### src/rtl/seven_seg_scan_controller.sv
// seven_seg_scan_controller
// Scans NUM_DIGITS BCD digits onto one shared 7-segment decoder and a set of
// active-low common-anode drivers. New values are staged through a
// valid/ready port and committed only at frame boundaries, so one frame
// never shows a mix of old and new digits. Leading zeros are blanked.

module seven_seg_scan_controller #(
    parameter int NUM_DIGITS  = 4,
    parameter int REFRESH_DIV = 100000
) (
    input  logic                    i_clk,
    input  logic                    i_reset,
    input  logic                    i_enable,
    input  logic [4*NUM_DIGITS-1:0] i_digits_in,
    input  logic [NUM_DIGITS-1:0]   i_dp_in,
    input  logic                    i_load_valid,
    output logic                    o_load_ready,
    output logic [3:0]              o_digit_out,
    output logic [NUM_DIGITS-1:0]   o_an,
    output logic                    o_dp,
    output logic                    o_frame_done
);

    localparam int CNT_W = (REFRESH_DIV > 2) ? $clog2(REFRESH_DIV) : 1;
    localparam int IDX_W = (NUM_DIGITS > 2) ? $clog2(NUM_DIGITS) : 1;

    localparam logic [CNT_W-1:0] CNT_MAX = CNT_W'(REFRESH_DIV - 1);
    localparam logic [IDX_W-1:0] IDX_MAX = IDX_W'(NUM_DIGITS - 1);

    // Scan state
    logic [CNT_W-1:0]        r_count;
    logic [IDX_W-1:0]        r_idx;

    // Staged and displayed values
    logic [4*NUM_DIGITS-1:0] r_stagingDigits;
    logic [NUM_DIGITS-1:0]   r_stagingDp;
    logic [4*NUM_DIGITS-1:0] r_activeDigits;
    logic [NUM_DIGITS-1:0]   r_activeDp;
    logic                    r_pending;

    // Registered output stage
    logic                    r_frameDone;
    logic [NUM_DIGITS-1:0]   r_an;
    logic [3:0]              r_digitOut;
    logic                    r_dp;

    // Combinational helpers
    logic                    w_tick;
    logic                    w_frameEnd;
    logic                    w_accept;
    logic [IDX_W-1:0]        w_top;
    logic                    w_blank;
    logic [3:0]              w_digitArr [NUM_DIGITS];
    logic [3:0]              w_curDigit;
    logic                    w_curDp;
    logic [NUM_DIGITS-1:0]   w_anSel;

    // A digit's dwell time ends on the last prescaler count, and the frame ends
    // when that happens on the last digit. Nothing advances while disabled.
    assign w_tick     = i_enable && (r_count == CNT_MAX);
    assign w_frameEnd = w_tick && (r_idx == IDX_MAX);

    // The staging register is free whenever nothing is waiting to commit.
    assign o_load_ready = !r_pending;
    assign w_accept     = i_load_valid && !r_pending;

    // Prescaler: counts dwell cycles for the current digit and holds while disabled.
    always_ff @(posedge i_clk) begin
        if (i_reset) begin
            r_count <= '0;
        end else if (i_enable) begin
            if (w_tick) begin
                r_count <= '0;
            end else begin
                r_count <= r_count + 1'b1;
            end
        end
    end

    // Digit index: steps once per dwell period and wraps at the frame boundary,
    // which also covers digit counts that are not a power of two.
    always_ff @(posedge i_clk) begin
        if (i_reset) begin
            r_idx <= '0;
        end else if (w_tick) begin
            if (w_frameEnd) begin
                r_idx <= '0;
            end else begin
                r_idx <= r_idx + 1'b1;
            end
        end
    end

    // Load handshake and frame-boundary commit. Accept needs pending low and
    // commit needs pending high, so the two never coincide; a value accepted
    // on a boundary edge waits for the following boundary.
    always_ff @(posedge i_clk) begin
        if (i_reset) begin
            r_stagingDigits <= '0;
            r_stagingDp     <= '0;
            r_activeDigits  <= '0;
            r_activeDp      <= '0;
            r_pending       <= 1'b0;
        end else begin
            if (w_accept) begin
                r_stagingDigits <= i_digits_in;
                r_stagingDp     <= i_dp_in;
                r_pending       <= 1'b1;
            end else if (w_frameEnd && r_pending) begin
                r_activeDigits  <= r_stagingDigits;
                r_activeDp      <= r_stagingDp;
                r_pending       <= 1'b0;
            end
        end
    end

    // Frame-done pulse follows the boundary edge by exactly one cycle.
    always_ff @(posedge i_clk) begin
        if (i_reset) begin
            r_frameDone <= 1'b0;
        end else begin
            r_frameDone <= w_frameEnd;
        end
    end

    // Split the packed committed value into per-digit nibbles.
    always_comb begin
        for (int i = 0; i < NUM_DIGITS; i++) begin
            w_digitArr[i] = r_activeDigits[4*i +: 4];
        end
    end

    // Highest significant position: the last digit that is nonzero or carries
    // a decimal point. Defaults to 0 so digit 0 is always shown.
    always_comb begin
        w_top = '0;
        for (int i = 0; i < NUM_DIGITS; i++) begin
            if ((r_activeDigits[4*i +: 4] != 4'h0) || r_activeDp[i]) begin
                w_top = IDX_W'(i);
            end
        end
    end

    // Select the current digit's value, decimal point and anode pattern.
    always_comb begin
        w_curDigit = w_digitArr[r_idx];
        w_curDp    = r_activeDp[r_idx];
        w_anSel    = ~(NUM_DIGITS'(1) << r_idx);
        w_blank    = (r_idx > w_top);
    end

    // Output stage: registered so the drivers see no combinational path from
    // the inputs. Disabled or blanked positions turn every anode off.
    always_ff @(posedge i_clk) begin
        if (i_reset) begin
            r_an       <= '1;
            r_digitOut <= 4'hF;
            r_dp       <= 1'b1;
        end else if (!i_enable || w_blank) begin
            r_an       <= '1;
            r_digitOut <= 4'hF;
            r_dp       <= 1'b1;
        end else begin
            r_an       <= w_anSel;
            r_digitOut <= w_curDigit;
            r_dp       <= ~w_curDp;
        end
    end

    assign o_an         = r_an;
    assign o_digit_out  = r_digitOut;
    assign o_dp         = r_dp;
    assign o_frame_done = r_frameDone;

endmodule

### config.mk
export PLATFORM = sky130hd
export DESIGN_NAME = seven_seg_scan_controller
export DESIGN_NICKNAME = d
export VERILOG_FILES = /design/src/rtl/seven_seg_scan_controller.sv
export SDC_FILE = /design/constraint.sdc
export NUM_CORES = 1
export LEC_CHECK = 0
export ABC_AREA = 1
export CAP_MARGIN = 20
export CELL_PAD_IN_SITES_DETAIL_PLACEMENT = 1
export CELL_PAD_IN_SITES_GLOBAL_PLACEMENT = 2
export CORE_UTILIZATION = 29
export DETAILED_ROUTE_END_ITERATION = 10
export HOLD_SLACK_MARGIN = 0.06
export PLACE_DENSITY = 0.81
export RECOVER_POWER = 25
export SLEW_MARGIN = 40
export SYNTH_ARGS = -nofsm -noshare
export SYNTH_HDL_FRONTEND = slang
export SYNTH_SLANG_ARGS = --single-unit
### constraint.sdc
create_clock -name i_clk -period 1.9 [get_ports i_clk]
set_input_delay 0.285 -clock i_clk [delete_from_list [all_inputs] [get_ports i_clk]]
set_output_delay 0.285 -clock i_clk [all_outputs]
set_load 0.05 [all_outputs]
== Yosys cells after proc, flatten, opt, wreduce, memory -nomap -nowiden ==
Index checks and enable logic that the tools add are counted.

* Register bits: 70
* Input bits: 24
* Output and inout bits: 11
* Word-level logic and storage cells: 51

* $lt $le $gt $ge: 3
* Shift operators: 1
* $add $sub $neg: 2
* Muxes and demuxes: 12
* Equal/unequal tests: 2
* Bitwise logic cells: 4
* Reductions and logical operators: 16

{| class="wikitable"
|+ Operators with widths
! kind !! count
|-
| $add A17 B1 Y17 const B || 1
|-
| $eq A17 B17 Y1 const B || 1
|-
| $mux W17 || 1
|-
| $reduce_bool A4 Y1 || 3
|-
| $bmux W4 S2 || 1
|-
| $mux W4 || 2
|-
| $mux W2 || 3
|-
| $logic_and A1 B1 Y1 || 4
|-
| $logic_or A1 B1 Y1 || 4
|-
| $mux W1 || 4
|-
| $not A4 Y4 || 1
|-
| $shl A1 B2 Y4 const A || 1
|-
| $ge A3 B3 Y1 const B || 1
|-
| $lt A2 B3 Y1 const B || 1
|-
| $not A2 Y3 || 1
|-
| $add A2 B1 Y2 const B || 1
|-
| $bmux W1 S2 || 1
|-
| $eq A2 B2 Y1 const B || 1
|-
| $gt A2 B2 Y1 || 1
|-
| $logic_not A1 Y1 || 2
|-
| $not A1 Y1 || 2
|-
| $reduce_and A2 Y1 || 1
|-
| $reduce_bool A2 Y1 || 1
|-
| $reduce_or A2 Y1 || 1
|}

== Depth between registers and ports, before layout ==
Gate-level depths: netlist of the first run.

* Depth in word-level cells: 8
* Mapped depth: 9
* Mapped depth without buffers: 9

== Worst setup path after synthesis of the first run ==
Ideal clock, no wire load.

* Kind: register to register
* Start: register r_activeDigits[9]
* End: register r_digitOut[0] (netlist: o_digit_out[0])
* Clock period less this slack: 1.794 ns
* Cell stages (with the launch flop): 9
* Setup slack: 0.106 ns
* Buffers on the path: 0
* Arrival: 1.644 ns
* Path through: dfxtp_1 nor3_1 nor3b_1 and2_1 ha_1 inv_1 o21bai_1 a211oi_2 o211ai_1

* Cells in the longest elaborated chain, start to end: 7

{| class="wikitable"
|+ RTL lines
! item !! RTL line !! source
|-
| start, declared || 37 || <nowiki>logic [4*NUM_DIGITS-1:0] r_activeDigits;</nowiki>
|-
| start signal, assigned || 110 || <nowiki>r_activeDigits <= r_stagingDigits;</nowiki>
|-
| $reduce_bool A4 Y1 || 138 || <nowiki>if ((r_activeDigits[4*i +: 4] != 4'h0) || r_activeDp[i]) begin</nowiki>
|-
| $logic_or A1 B1 Y1 || 138 ||
|-
| $mux W2 (2 in a row) || 138 ||
|-
| $gt A2 B2 Y1 || 149 || <nowiki>w_blank = (r_idx > w_top);</nowiki>
|-
| $logic_or A1 B1 Y1 || 159 || <nowiki>end else if (!i_enable || w_blank) begin</nowiki>
|-
| $reduce_or A2 Y1 (no line) || - ||
|-
| end signal, assigned || 165 || <nowiki>r_digitOut <= w_curDigit;</nowiki>
|-
| end, declared || 44 || <nowiki>logic [3:0] r_digitOut;</nowiki>
|}

Every way passes these cells.
A chain may end at the register's enable or synchronous reset.

== Final worst setup path of the first run ==
* Start: register r_activeDigits[9]
* End: register r_digitOut[1] (netlist: o_digit_out[1])

* Cells in the longest elaborated chain, start to end: 7

{| class="wikitable"
|+ RTL lines
! item !! RTL line
|-
| $reduce_bool A4 Y1 || 138
|-
| $logic_or A1 B1 Y1 || 138
|-
| $mux W2 (2 in a row) || 138
|-
| $gt A2 B2 Y1 || 149
|-
| $logic_or A1 B1 Y1 || 159
|-
| $reduce_or A2 Y1 (no line) || -
|}

Parallel ways exist; a longest one is shown, timed or not. The select of a mux whose other input is x is not followed.

==> results of run 1 <==
-- power by group through the flow --
stage | logic [W] | clock network (W) | registers (W)
2_1_floorplan | 0.000112 | 0 | 0.00158
3_3_place_gp | 0.000233 | 0 | 0.00156
3_5_place_dp | 0.000239 | 0 | 0.00156
4_1_cts | 0.000239 | 0.00120 | 0.00152
5_1_grt | 0.000258 | 0.00127 | 0.00153
6_report | 0.000232 | 0.00116 | 0.00152
-- worst register-to-register path, delay by kind of cell (launching register included) --
family / cells / cell delay, ns
simple gates: 3 / 0.59
buf+inv: 2 / 0.24
flops: 1 / 0.33
compound gates: 3 / 0.35
fa+ha+maj: 1 / 0.19
-- flip-flops by register name, indices dropped and copies added (netlist names), 2 cells and up --
name / count
o_an: 4
o_digit_out: 4
r_activeDigits: 16
r_activeDp: 4
r_count: 17
r_idx: 2
r_stagingDigits: 16
r_stagingDp: 4
-- layout make-up --
class	instances	area, sq um	area share (%)
Clock buffer	9	124	3.14
Clock inverter	7	61.3	1.55
Inverter	49	184	4.66
Multi-Input combinational cell	280	1450	36.6
Sequential cell	70	1400	35.6
Tap cell	136	170	4.31
Timing Repair Buffer	60	556	14.1
-- cells by family (layout without fill, tap and decap cells) --
| kind of cell | Yosys count | count (layout) | synth area share (%) |
|---|---|---|---|
| and+or+nand+nor | 191 | 191 | 28.4 |
| xor gates and xnor gates | 3 | 3 | 0.852 |
| DFF | 70 | 70 | 45.4 |
| buffers and inverters | 68 | 125 | 9.04 |
| AOI/OAI and AO/OA | 79 | 79 | 13.5 |
| adders and majority gates | 7 | 7 | 2.84 |
-- cell usage in the layout (no fill, tap or decap), types with 2 or more instances in the layout --
| cell | count |
|---|---|
| sky130_fd_sc_hd__nor2_1 | 74 |
| sky130_fd_sc_hd__dfxtp_1 | 68 |
| sky130_fd_sc_hd__nand2_1 | 57 |
| sky130_fd_sc_hd__inv_1 | 45 |
| sky130_fd_sc_hd__o21ai_0 | 38 |
| sky130_fd_sc_hd__a21oi_1 | 34 |
| sky130_fd_sc_hd__clkdlybuf4s50_1 | 33 |
| sky130_fd_sc_hd__buf_4 | 24 |
| sky130_fd_sc_hd__nand4_1 | 23 |
| sky130_fd_sc_hd__nand3_1 | 14 |
| sky130_fd_sc_hd__clkbuf_8 | 9 |
| sky130_fd_sc_hd__nor3_1 | 7 |
| sky130_fd_sc_hd__ha_1 | 6 |
| sky130_fd_sc_hd__o211ai_1 | 4 |
| sky130_fd_sc_hd__inv_6 | 4 |
| sky130_fd_sc_hd__xor2_1 | 3 |
| sky130_fd_sc_hd__clkinv_1 | 2 |
| sky130_fd_sc_hd__nor3_2 | 2 |
| sky130_fd_sc_hd__nand2_2 | 2 |
| sky130_fd_sc_hd__inv_2 | 2 |
| sky130_fd_sc_hd__nor2_4 | 2 |
| sky130_fd_sc_hd__nor2_2 | 2 |
| sky130_fd_sc_hd__nor3b_1 | 2 |
| sky130_fd_sc_hd__clkinvlp_4 | 2 |
| sky130_fd_sc_hd__buf_12 | 2 |
| sky130_fd_sc_hd__dfxtp_2 | 2 |
-- routing by layer --
layer / up-vias / global-route usage [%] / part of all wire [%]
li1: 1464 / - / -
met1: 1306 / 16.6 / 43
met2: 35 / 30.2 / 52
met3: 13 / 3.37 / 2.4
met4: 0 / 6.04 / 1.7
met5: - / 0 / 0
-- repair_timing --
| action | CTS | global route |
|---|---|---|
| setup endpoints to repair | 1 | 9 |
| resized for setup | 1 | 8 |
| pin swaps | 0 | 0 |
-- worst paths after layout --
path	start	to	slack, ns	depth (start not counted)
hold / removal	r_stagingDp[3]$_SDFFE_PP0P_	r_stagingDp[3]$_SDFFE_PP0P_	0.46	2
setup reg to reg	r_activeDigits[9]$_SDFFE_PP0P_	o_digit_out[1]$_SDFF_PP1_	0.08	9
setup / recovery	r_activeDigits[9]$_SDFFE_PP0P_	o_digit_out[1]$_SDFF_PP1_	0.08	9
hold reg to reg	r_stagingDp[3]$_SDFFE_PP0P_	r_stagingDp[3]$_SDFFE_PP0P_	0.46	2
-- stage by stage --
stage	cells	util (%)	worst slack (ns)	area, sq um	setup TNS (ns)
after CTS	611	38.0	0.00299	3920	0
after global placement	595	36.1	0.0685	3730	0
final	611	38.2	0.0796	3940	0
after floorplan	418	-	0.106	3090	0
after detailed placement	595	36.1	0.0176	3730	0
after global routing	611	38.2	-0.0516	3940	-0.113
==> run summary, run 1 <==
The tools report the signal arrival time at the worst endpoint as 2.06 ns. Number of failing hold endpoints at the final stage: 0. TritonCTS created 9 clock buffers.

The critical path goes through nor3_2 -> nor3b_2 -> and2_4 -> ha_4 -> inv_1 -> o21bai_1 -> a211oi_2 -> buf_4 -> o211ai_1. For this design the total switching power over the nets is 0.000806 W. The number of maximum-capacitance constraint violations was 0.

The number of buffer cells added on primary ports was 34; the maximum fanout count along the critical path was 9. Kind of cell adding the most delay to the critical path: simple AND/OR/NAND/NOR gates. The count of buffers added by post-CTS timing repair for setup was 0.

After synthesis, the cell types taking the most area are sky130_fd_sc_hd__dfxtp_1 (45%), sky130_fd_sc_hd__nor2_1 (8.9%), sky130_fd_sc_hd__nand2_1 (7.1%). In the global route stage, overall resource usage came out at 15.7%. The tightest slew margin relative to the limit was 50.9%; the starting utilization of the core area was 29.9%. In this run, the clock network consumes 39.8% of the power.

Counting flops and latches in the post-synthesis netlist gives 70. The share of total power dissipated in combinational logic is 7.9%. On the worst path, the slowest cell contributes a delay of 0.33 ns. The average cell area after synthesis was 7.38 sq um.

The fraction of the cycle the final worst path needs was 95.8%; the clock skew after layout was 0.0105 ns. The type of origin of the critical path is a flop. CTS placed an instance of sky130_fd_sc_hd__clkbuf_8 at the clock tree root. The internal power of the cells totals 0.00211 W. The clock passes through at most 2 buffers. The tools report the number of clock sinks as 70. The average wire length per cell after detail routing came out at 12.9 microns. The via count normalized by instance count works out to 4.61.

Summed over all nets, the half-perimeter wirelength after detailed placement is 5920 microns. The run gives 1.51 nW as the static leakage power. The design draws 0.00292 W. For this design, the slowest cell found on the critical path is sky130_fd_sc_hd__dfxtp_2.

TritonCTS built the clock tree. Entering global routing, the biggest net connects 42 pins. Power spread over the standard cell area amounts to 739 nW/um^2. The most common cell in the synthesized netlist is sky130_fd_sc_hd__nor2_1. Area fraction of the dominant cell type after synthesis: 45.4%. The y dimension of the die was 105 microns; the post-synthesis instance total was 418. After filler insertion, the fill cell instance count of the layout stands at 1266. The worst setup path is captured at a flop. Via count: 2818.

For this run, design rule violations remaining after detail routing come to 0. The logs give 0 for the antenna cell count and 501 for the number of nets in the layout. The number of search-and-repair iterations in the first detailed-routing pass was 4; the area of the core region was 10300 sq um. The growth of design area from synthesis to finish works out to 27.8%.

Clock-pin slew was measured on the worst setup and hold paths at 0.09 ns. IR analysis of the VDD net gives a maximum drop of 0.000329 V. The routed design could run at a clock period as short as 1.82 ns. Routability-driven placement finished with a final weighted congestion of 0.753. The number of pins with negative max-slew slack in the final report came out at 0. The floorplan step defined a die boundary enclosing 11100 sq um.

The min-delay analysis places its worst path in the category reg2reg. The initialized floorplan defines 37 standard-cell rows. The global-route wire length before repair came out at 13600 microns. The run gives 45.4% as the share of the yosys chip area belonging to registers. Derived from the worst setup path, the maximum achievable clock frequency is 549 MHz. Yosys mapped a number of flops with a built-in enable equal to 0. The via count of the first global-routing pass was 2919. The first-iteration detailed-routing DRC count was 58; the number of antenna violations at the first check in global routing was 0. Counting every net in the synthesized netlist gives 449.

The flow ran to the end, and the final reports show no timing, DRC or antenna violations. The critical path in this run is classified as reg2reg. By count the netlist is led by sky130_fd_sc_hd__nor2_1 (73), sky130_fd_sc_hd__dfxtp_1 (70), sky130_fd_sc_hd__nand2_1 (58), sky130_fd_sc_hd__inv_1 (45), sky130_fd_sc_hd__o21ai_0 (38). The ratio of cells with drive above 1 in the final layout is 13.3%. The die extent in x was 105 microns. Pin slew with the least headroom to its limit: 0.737 ns. The count of yosys warnings during synthesis is 0, and the total global routing overflow is 0.

The logs give 32 for the unique cell type count in the Yosys netlist and 7900 microns for the routed wire length. Final hold analysis gives a worst-case slack of 0.461 ns. Number of endpoints failing setup at the final stage: 0. In the synthesized netlist the dominant register cell turns out to be sky130_fd_sc_hd__dfxtp_1. The library cell with the largest summed area after synthesis is sky130_fd_sc_hd__dfxtp_1. The clock reaches the later pin of the worst-skew pair after 0.36 ns. The number of buffers and inverters on the critical path is 2. The synthesized netlist occupies a cell area of 3090 sq um. The share of flip-flops with an asynchronous set or reset after synthesis is 0%, and the number of primary I/O pins is 35. In this run switching power makes up 27.6% of total power. STA puts the critical path data required time at 2.14 ns.

The logs give 3 for the number of H-tree levels and 52.3% for the sequential group share of total power. The number of hold buffers added after CTS was 0. The tools report the antenna violation net count after detailed routing as 0.
(Power assumes the default switching activity.)
==> inputs of run 2 (changes only) <==
--- a/config.mk
+++ b/config.mk
@@ -9,10 +9,10 @@
 export CAP_MARGIN = 20
 export CELL_PAD_IN_SITES_DETAIL_PLACEMENT = 1
 export CELL_PAD_IN_SITES_GLOBAL_PLACEMENT = 2
-export CORE_UTILIZATION = 29
+export CORE_UTILIZATION = 32
 export DETAILED_ROUTE_END_ITERATION = 10
 export HOLD_SLACK_MARGIN = 0.06
-export PLACE_DENSITY = 0.81
+export PLACE_DENSITY = 0.85
 export RECOVER_POWER = 25
 export SLEW_MARGIN = 40
 export SYNTH_ARGS = -nofsm -noshare
==> constraint.sdc (replaced) <==
create_clock -name i_clk -period 1.78 [get_ports i_clk]
set_input_delay 0.267 -clock i_clk [delete_from_list [all_inputs] [get_ports i_clk]]
set_output_delay 0.267 -clock i_clk [all_outputs]
set_load 0.05 [all_outputs]
==> run 2 against run 1 <==
  * The run now ends with setup timing left
  * Clock power barely moved
  * Utilization grew 5.1 points
  * Fmax grew 0.15%
  * Critical path depth did not move
  * Highest routed layer unchanged
==> run summary, run 2 (synthesis gave the netlist of run 1 again) <==
The run finished, with violations left. The checks that failed: setup timing. The number of search-and-repair iterations in the first detailed-routing pass was 4 (unchanged).

For the post-route worst hold slack, the log shows 0.457 ns (-0.00381 ns). Die extent in x: 100 microns (-4.7%). The clock-pin slew reported for the worst setup and hold paths after clock tree synthesis works out to 0.08 ns (about the same).

Overall routing resource usage: 17.1% (+1.4 points). The number of rows in the core area is 35 (-5.4%). The run gives 0.809 (+7.4%) as the global placer's final weighted congestion.

For the number of failing hold endpoints at the final stage, the log shows 0 (unchanged). The via count of the first global-routing pass came out at 2915 (-0.14%). In the final layout, the registers with the most flip-flops are r_count (17), r_activeDigits (16), r_stagingDigits (16).

TritonCTS built the clock tree. Setup repair after global routing could not meet its margin everywhere. The kind of cell adding the most delay to the critical path is compound AO/OA/AOI/OAI gates. The time the final worst path needs with I/O delays and setup came out at 1.82 ns (-0.00264 ns). Counting stages on the worst path, the most repeated cell is sky130_fd_sc_hd__nand2_1. For the worst path setup slack after routing, the log shows -0.0378 ns (-0.117 ns).

The worst setup path is of the reg2reg kind. The library cells used most frequently in the layout, excluding fill and tap cells, are sky130_fd_sc_hd__nor2_1 (73), sky130_fd_sc_hd__dfxtp_1 (66), sky130_fd_sc_hd__nand2_1 (58). The switching fraction of total power was 25.7% (-2.0 points); the number of flip-flops under the largest register name was 17 (unchanged). The top register by number of flip-flops was r_count. The run gives 70 (unchanged) as the number of clock sinks. The number of buffer cells added on primary ports was 34 (unchanged); the number of endpoints failing setup at the final stage was 6 (+6).

The power density over the cells works out to 757 nW/um^2 (+2.5%). The via count was 2884 (+2.3%); the routed wire length was 8120 microns (+2.8%). The tools report the hold buffer count at CTS as 0 (unchanged). The worst hold path belongs to the class reg2reg.

The area of the core region was 9280 sq um (-10%). The logs give 609 (-0.33%) for the count of placed standard cells in the final layout, fillers left out and 60 (+3.4%) for the first-iteration detailed-routing DRC count. The tools report the share of power burned in combinational logic as 8.4% (+0.5 points).

Among all stages on the critical path, the largest delay is contributed by sky130_fd_sc_hd__dfxtp_1. The total global routing overflow is 0 (unchanged), and the maximum fanout count along the critical path is 5 (-4). Tightest slew margin relative to the limit: 46.9% (-4.0 points). The clock network power share is 38.2% (-1.6 points). The run gives 46 (+9.5%) as the largest net degree at the start of global routing.

The via count normalized by instance count was 4.74 (+2.7%); the number of antenna violations at the first check in global routing was 0 (unchanged). The logs give 33.2% (+3.3 points) for the starting utilization of the core area and 10000 sq um (-9.2%) for the die footprint. STA classifies the critical path startpoint as a flop. The fraction of the cycle the final worst path needs is 102% (+6.3 points), and the signal arrival time at the worst endpoint is 2.04 ns (-0.02 ns). For the required time reported for the critical path endpoint, the log shows 2.00 ns (-0.14 ns). Compared with the post-synthesis result, the final layout area differs by 30.4%.

The number of H-tree levels is 3 (unchanged). The clock buffer count from CTS is 9 (unchanged), and the final total negative setup slack is -0.144 ns (-0.144 ns). The root buffer cell chosen for the clock tree is sky130_fd_sc_hd__clkbuf_8. The maximum clock insertion buffer count was 2 (unchanged). The upper clock frequency limit was 550 MHz (+0.15%); the antenna violation net count after detailed routing was 0 (unchanged). Number of maximum-capacitance constraint violations: 0 (unchanged). The ratio of cells with drive above 1 in the final layout came out at 15.2% (+1.9 points). Clock skew after layout: 0.0132 ns (+0.00269 ns). Leaving out fill and tap cells, the most frequent cell in the layout is sky130_fd_sc_hd__nor2_1. Critical path's largest stage delay: 0.32 ns (about the same). Global-route wire length before repair: 13300 microns (-2.4%). The tools report the post-route DRC violation count as 0 (unchanged). The number of buffers and inverters on the critical path was 2 (unchanged).

The critical path goes through inv_1 -> nand4_1 -> o21ai_0 -> nand2_1 -> ha_1 -> nand2_1 -> a211oi_2 -> buf_4 -> o211ai_1. The antenna cell count was 0 (unchanged); the switching power was 0.000782 W (-3.0%). The post-place setup slack is -0.0378 ns (-0.0554 ns), and the pin slew with the least headroom to its limit is 0.797 ns (+0.0593 ns). The placed wire-length estimate after detailed placement is 5780 microns (-2.4%). The average wire length per cell after detail routing is 13.3 microns (+3.1%), and the worst vdd rail ir drop is 0.000310 V (-5.6%). The number of nets in the layout is 506 (+1.0%), and the cell count after placement is 588 (-1.2%). The logs give 35 (unchanged) for the number of primary I/O pins and 1.53 nW (+1.3%) for the static leakage power. The sequential group share of total power was 53.4% (+1.1 points). The number of pins with negative max-slew slack in the final report was 0 (unchanged). The y dimension of the die works out to 100 microns (-4.7%). Clock insertion delay at the later pin of the skew report: 0.35 ns (about the same). The internal power of the cells came out at 0.00226 W (+7.4%).

Type of destination of the critical path: a flop.
## run 2: worst register-to-register path, cell delays in order, from the launching register on
cell and delay, ns:
sky130_fd_sc_hd__dfxtp_1 0.32, sky130_fd_sc_hd__inv_1 0.11, sky130_fd_sc_hd__nand4_1 0.12, sky130_fd_sc_hd__o21ai_0 0.19, sky130_fd_sc_hd__nand2_1 0.09, sky130_fd_sc_hd__ha_1 0.28
sky130_fd_sc_hd__nand2_1 0.06, sky130_fd_sc_hd__a211oi_2 0.27, sky130_fd_sc_hd__buf_4 0.19, sky130_fd_sc_hd__o211ai_1 0.08
## run 2: layer usage
| layer | up-vias | wire length (microns) | GRT usage (%) |
|---|---|---|---|
| met1 | 1348 | 3540 | 18.9 |
| met2 | 43 | 4190 | 31.0 |
| li1 | 1482 | - | - |
| met4 | 0 | 153 | 6.91 |
| met3 | 11 | 229 | 4.60 |
| met5 | - | 0 | 0 |
## run 2: through the flow
stage               cell area (sq um)  total power [W]  util (%)
global route                     4020          0.00319      43.3
global placement                 3730          0.00191      40.2
CTS                              3910          0.00309      42.1
floorplan                        3100          0.00180         -
finish                           4020          0.00305      43.3
detailed placement               3730          0.00192      40.2
## run 2: repair_timing
item / CTS / global route
pin swaps: 0 / 4
gates cloned: 0 / 3
setup buffers: 0 / 2
endpoints found under the hold margin: 0 / 0
endpoints found under the setup margin: 5 / 34
resized for setup: 0 / 18
## run 2: final cells by class
cell class / count / area (sq um)
Fill cell: 1175 / 5260
Multi-Input combinational cell: 280 / 1450
Sequential cell: 70 / 1410
Timing Repair Buffer: 65 / 641
Inverter: 49 / 184
Tap cell: 129 / 161
Clock buffer: 11 / 141
Clock inverter: 5 / 35.0
## run 2: path summary, 6_finish.rpt
kind	from	endpoint	slack, ns	depth (start not counted)
worst min register to register	r_stagingDigits[13]$_SDFFE_PP0P_	r_stagingDigits[13]$_SDFFE_PP0P_	0.46	2
worst min-delay path	r_stagingDigits[13]$_SDFFE_PP0P_	r_stagingDigits[13]$_SDFFE_PP0P_	0.46	2
worst max register to register	r_activeDigits[6]$_SDFFE_PP0P_	o_digit_out[0]$_SDFF_PP1_	-0.04	9
worst max-delay path	r_activeDigits[6]$_SDFFE_PP0P_	o_digit_out[0]$_SDFF_PP1_	-0.04	9
## run 2: power by group through the flow
stage / Clock [W] / Combinational, W / Sequential [W]
after CTS: 0.00121 / 0.000257 / 0.00163
final: 0.00116 / 0.000257 / 0.00163
after floorplan: 0 / 0.000119 / 0.00168
after detailed placement: 0 / 0.000255 / 0.00166
after global placement: 0 / 0.000249 / 0.00166
after global routing: 0.00127 / 0.000286 / 0.00163
==> inputs of run 3 (changes only) <==
--- a/config.mk
+++ b/config.mk
@@ -7,12 +7,10 @@
 export LEC_CHECK = 0
 export ABC_AREA = 1
 export CAP_MARGIN = 20
-export CELL_PAD_IN_SITES_DETAIL_PLACEMENT = 1
-export CELL_PAD_IN_SITES_GLOBAL_PLACEMENT = 2
-export CORE_UTILIZATION = 32
+export CORE_UTILIZATION = 33
 export DETAILED_ROUTE_END_ITERATION = 10
 export HOLD_SLACK_MARGIN = 0.06
-export PLACE_DENSITY = 0.85
+export PLACE_DENSITY = 0.58
 export RECOVER_POWER = 25
 export SLEW_MARGIN = 40
 export SYNTH_ARGS = -nofsm -noshare
==> run 3 against run 2 <==
  * The run now ends clean
  * Non-clock buffer count shrank 6
  * Worst setup slack gained 0.044 ns
  * Largest cell class unchanged
  * Power grew 4.6%
  * Wire length shrank 18%
  * Clock skew shrank 0.00053 ns
==> run summary, run 3 (synthesis gave the netlist of run 1 again) <==
Clock network power share: 41.3% (+3.1 points). The time the final worst path needs with I/O delays and setup works out to 1.77 ns (-0.0442 ns). The fraction of the cycle the final worst path needs works out to 99.6% (-2.5 points). The tools report the placed wire-length estimate after detailed placement as 4930 microns (-15%).

The slack of the worst reg-to-reg path is 0.006 ns (+0.04 ns), and the overall routing resource usage is 14.6% (-2.5 points). The run gives 9 (unchanged) as the clock buffer count from CTS. Start point of the worst min-delay path: r_stagingDp[1]$_SDFFE_PP0P_. First-iteration detailed-routing DRC count: 117 (+95%). TritonCTS built the clock tree. The clock-pin slew reported for the worst setup and hold paths after clock tree synthesis was 0.09 ns (about the same).

The tools report the end of the worst hold path as r_stagingDp[1]$_SDFFE_PP0P_. The logs give 0 (unchanged) for the total global routing overflow and 2 (unchanged) for the maximum clock insertion buffer count. The tools report the global-route wire length before repair as 11300 microns (-15%). The number of primary I/O pins was 35 (unchanged); the die extent in x was 98.7 microns (-1.5%). The worst vdd rail ir drop came out at 0.000392 V (+26%).

The switching power is 0.000807 W (+3.1%), and the power density over the cells is 817 nW/um^2 (+7.9%). The tightest slew margin relative to the limit was 49.6% (+2.7 points); the required time reported for the critical path endpoint was 2.00 ns (about the same). The post-layout utilization of the core is 43.9% (+0.56 points), and the average wire length per cell after detail routing is 11.4 microns (-14%). The area of the core region was 8890 sq um (-4.2%). In the final layout, the registers with the most flip-flops are r_count (17), r_activeDigits (16), r_stagingDigits (16).

Number of flip-flops under the largest register name: 17 (unchanged). The via count is 2744 (-4.9%), and the sequential group share of total power is 51.0% (-2.4 points). The tools report the antenna violation net count after detailed routing as 0 (unchanged). The hold buffer count at CTS is 0 (unchanged), and the maximum fanout count along the critical path is 9 (+4). The via count normalized by instance count came out at 4.71 (-0.44%). The number of maximum-capacitance constraint violations is 0 (unchanged).

Setup repair after global routing could not meet its margin everywhere. The number of buffer cells added on primary ports is 34 (unchanged). In this run the clock root is driven by a sky130_fd_sc_hd__clkbuf_8. STA classifies the critical path endpoint as a flop.

The post-place setup slack is -0.0132 ns (+0.0246 ns), and the clock insertion delay at the later pin of the skew report is 0.35 ns (about the same). The number of antenna violations at the first check in global routing was 0 (unchanged). The worst reg2reg path depth was 9 (unchanged); the share of power burned in combinational logic was 7.7% (-0.7 points).

Class of the tightest hold or removal check: reg2reg. The via count of the first global-routing pass came out at 2445 (-16%). The library cell used most frequently in the layout, excluding fill and tap cells, is sky130_fd_sc_hd__nor2_1.

The y dimension of the die was 98.7 microns (-1.5%). For the internal power of the cells, the log shows 0.00238 W (+5.2%). In this run the critical register-to-register path is launched from r_activeDigits[9]$_SDFFE_PP0P_. The number of rows in the core area is 34 (-2.9%), and the routed wire length is 6630 microns (-18%). The post-route DRC violation count is 0 (unchanged), and the growth of design area from synthesis to finish is 26.5%.

The global placer's final weighted congestion was 0.862 (+6.6%). The switching fraction of total power was 25.3% (-0.37 points); the count of cells resized by post-cts repair was 1 (+1). Number of stages on the worst hold path: 2 (unchanged). The count of buffers added by post-CTS timing repair for setup is 0 (unchanged). The number of pins with negative max-slew slack in the final report was 0 (unchanged); the worst path setup slack after routing was 0.00645 ns (+0.0442 ns).

By startpoint and endpoint, the worst setup path is classified as reg2reg. The antenna cell count was 0 (unchanged). The type of origin of the critical path was a flop. The number of clock sinks is 70 (unchanged). The logs give 1.99 ns (-0.05 ns) for the signal arrival time at the worst endpoint and 3 (unchanged) for the number of H-tree levels. For the clock skew after layout, the log shows 0.0127 ns (-0.000531 ns). The number of failing hold endpoints at the final stage came out at 0 (unchanged). The tools report the upper clock frequency limit as 564 MHz (+2.5%). The tools report the number of endpoints failing setup at the final stage as 0 (-6). The number of search-and-repair iterations in the first detailed-routing pass was 4 (unchanged); the static leakage power was 1.51 nW (-1.6%). Endpoint of the lowest-slack register-to-register path: o_digit_out[1]$_SDFF_PP1_.

The largest net degree at the start of global routing is 46 (unchanged). The pin slew with the least headroom to its limit was 0.756 ns (-0.0404 ns). More flip-flops sit in one register than any other, and that register is r_count. The tools report the fill cell total of the finished layout as 888 (-24%). The top cell types in the final layout, fill and taps aside, are sky130_fd_sc_hd__nor2_1 (73), sky130_fd_sc_hd__dfxtp_1 (64), sky130_fd_sc_hd__nand2_1 (58).

The ratio of cells with drive above 1 in the final layout works out to 13.7% (-1.5 points). The die footprint came out at 9740 sq um (-3.0%). The run finished with clean final reports. For the starting utilization of the core area, the log shows 34.7% (+1.5 points). The run gives 500 (-1.2%) as the number of nets in the layout.
==> run 3: worst max-delay path: stages, from the launching register on <==
cell and delay, ns:
sky130_fd_sc_hd__dfxtp_2 0.33, sky130_fd_sc_hd__nor3_2 0.15, sky130_fd_sc_hd__nor3b_2 0.18, sky130_fd_sc_hd__and2_1 0.15
sky130_fd_sc_hd__ha_1 0.24, sky130_fd_sc_hd__inv_1 0.06, sky130_fd_sc_hd__o21bai_1 0.07, sky130_fd_sc_hd__a211oi_2 0.21
sky130_fd_sc_hd__buf_4 0.18, sky130_fd_sc_hd__o211ai_1 0.09
==> run 3: power by group through the flow <==
stage | sequential (W) | clock [W] | combinational, W
final | 0.00163 | 0.00132 | 0.000246
after global routing | 0.00163 | 0.00143 | 0.000271
after CTS | 0.00163 | 0.00136 | 0.000248
after detailed placement | 0.00166 | 0 | 0.000248
after global placement | 0.00166 | 0 | 0.000245
after floorplan | 0.00168 | 0 | 0.000119
==> run 3: stage by stage <==
step                cell area, sq um  setup TNS [ns]  hold WS, ns  instances  total power (W)
floorplan                       3100        -0.00931        0.420        418          0.00180
global placement                3690               0        0.444        566          0.00191
detailed placement              3690         -0.0209        0.452        566          0.00191
CTS                             3890         -0.0319        0.463        582          0.00323
global route                    3900          -0.641        0.485        582          0.00333
finish                          3900               0        0.463        582          0.00319
==> run 3: per-layer routing <==
| layer | vias to the layer above | global-route usage (%) | wire, microns |
|---|---|---|---|
| li1 | 1469 | - | - |
| met5 | - | 0 | 0 |
| met4 | 0 | 7.00 | 159 |
| met2 | 63 | 21.9 | 2830 |
| met3 | 12 | 4.68 | 335 |
| met1 | 1200 | 19.1 | 3300 |
==> run 3: layout make-up <==
| class | instances | area, sq um | share of cell area [%] |
|---|---|---|---|
| clock inverter | 7 | 80.1 | 2.05 |
| sequential | 70 | 1410 | 36.1 |
| clock buffer | 9 | 124 | 3.17 |
| tap | 108 | 135 | 3.46 |
| multi-input combinational | 280 | 1420 | 36.4 |
| inverter | 49 | 184 | 4.71 |
| timing repair buffer | 59 | 549 | 14.1 |
==> run 3: worst max path at each step <==
stage | startpoint | to | cells past startpoint
6_report | r_activeDigits[9]$_SDFFE_PP0P_ | o_digit_out[1]$_SDFF_PP1_ | 9
5_1_grt | r_activeDigits[9]$_SDFFE_PP0P_ | o_digit_out[1]$_SDFF_PP1_ | 9
2_1_floorplan | r_activeDigits[9]$_SDFFE_PP0P_ | o_digit_out[0]$_SDFF_PP1_ | 8
3_3_place_gp | i_enable | r_activeDigits[10]$_SDFFE_PP0P_ | 9
3_5_place_dp | r_activeDigits[9]$_SDFFE_PP0P_ | o_digit_out[2]$_SDFF_PP1_ | 9
4_1_cts | r_activeDigits[10]$_SDFFE_PP0P_ | o_digit_out[1]$_SDFF_PP1_ | 9
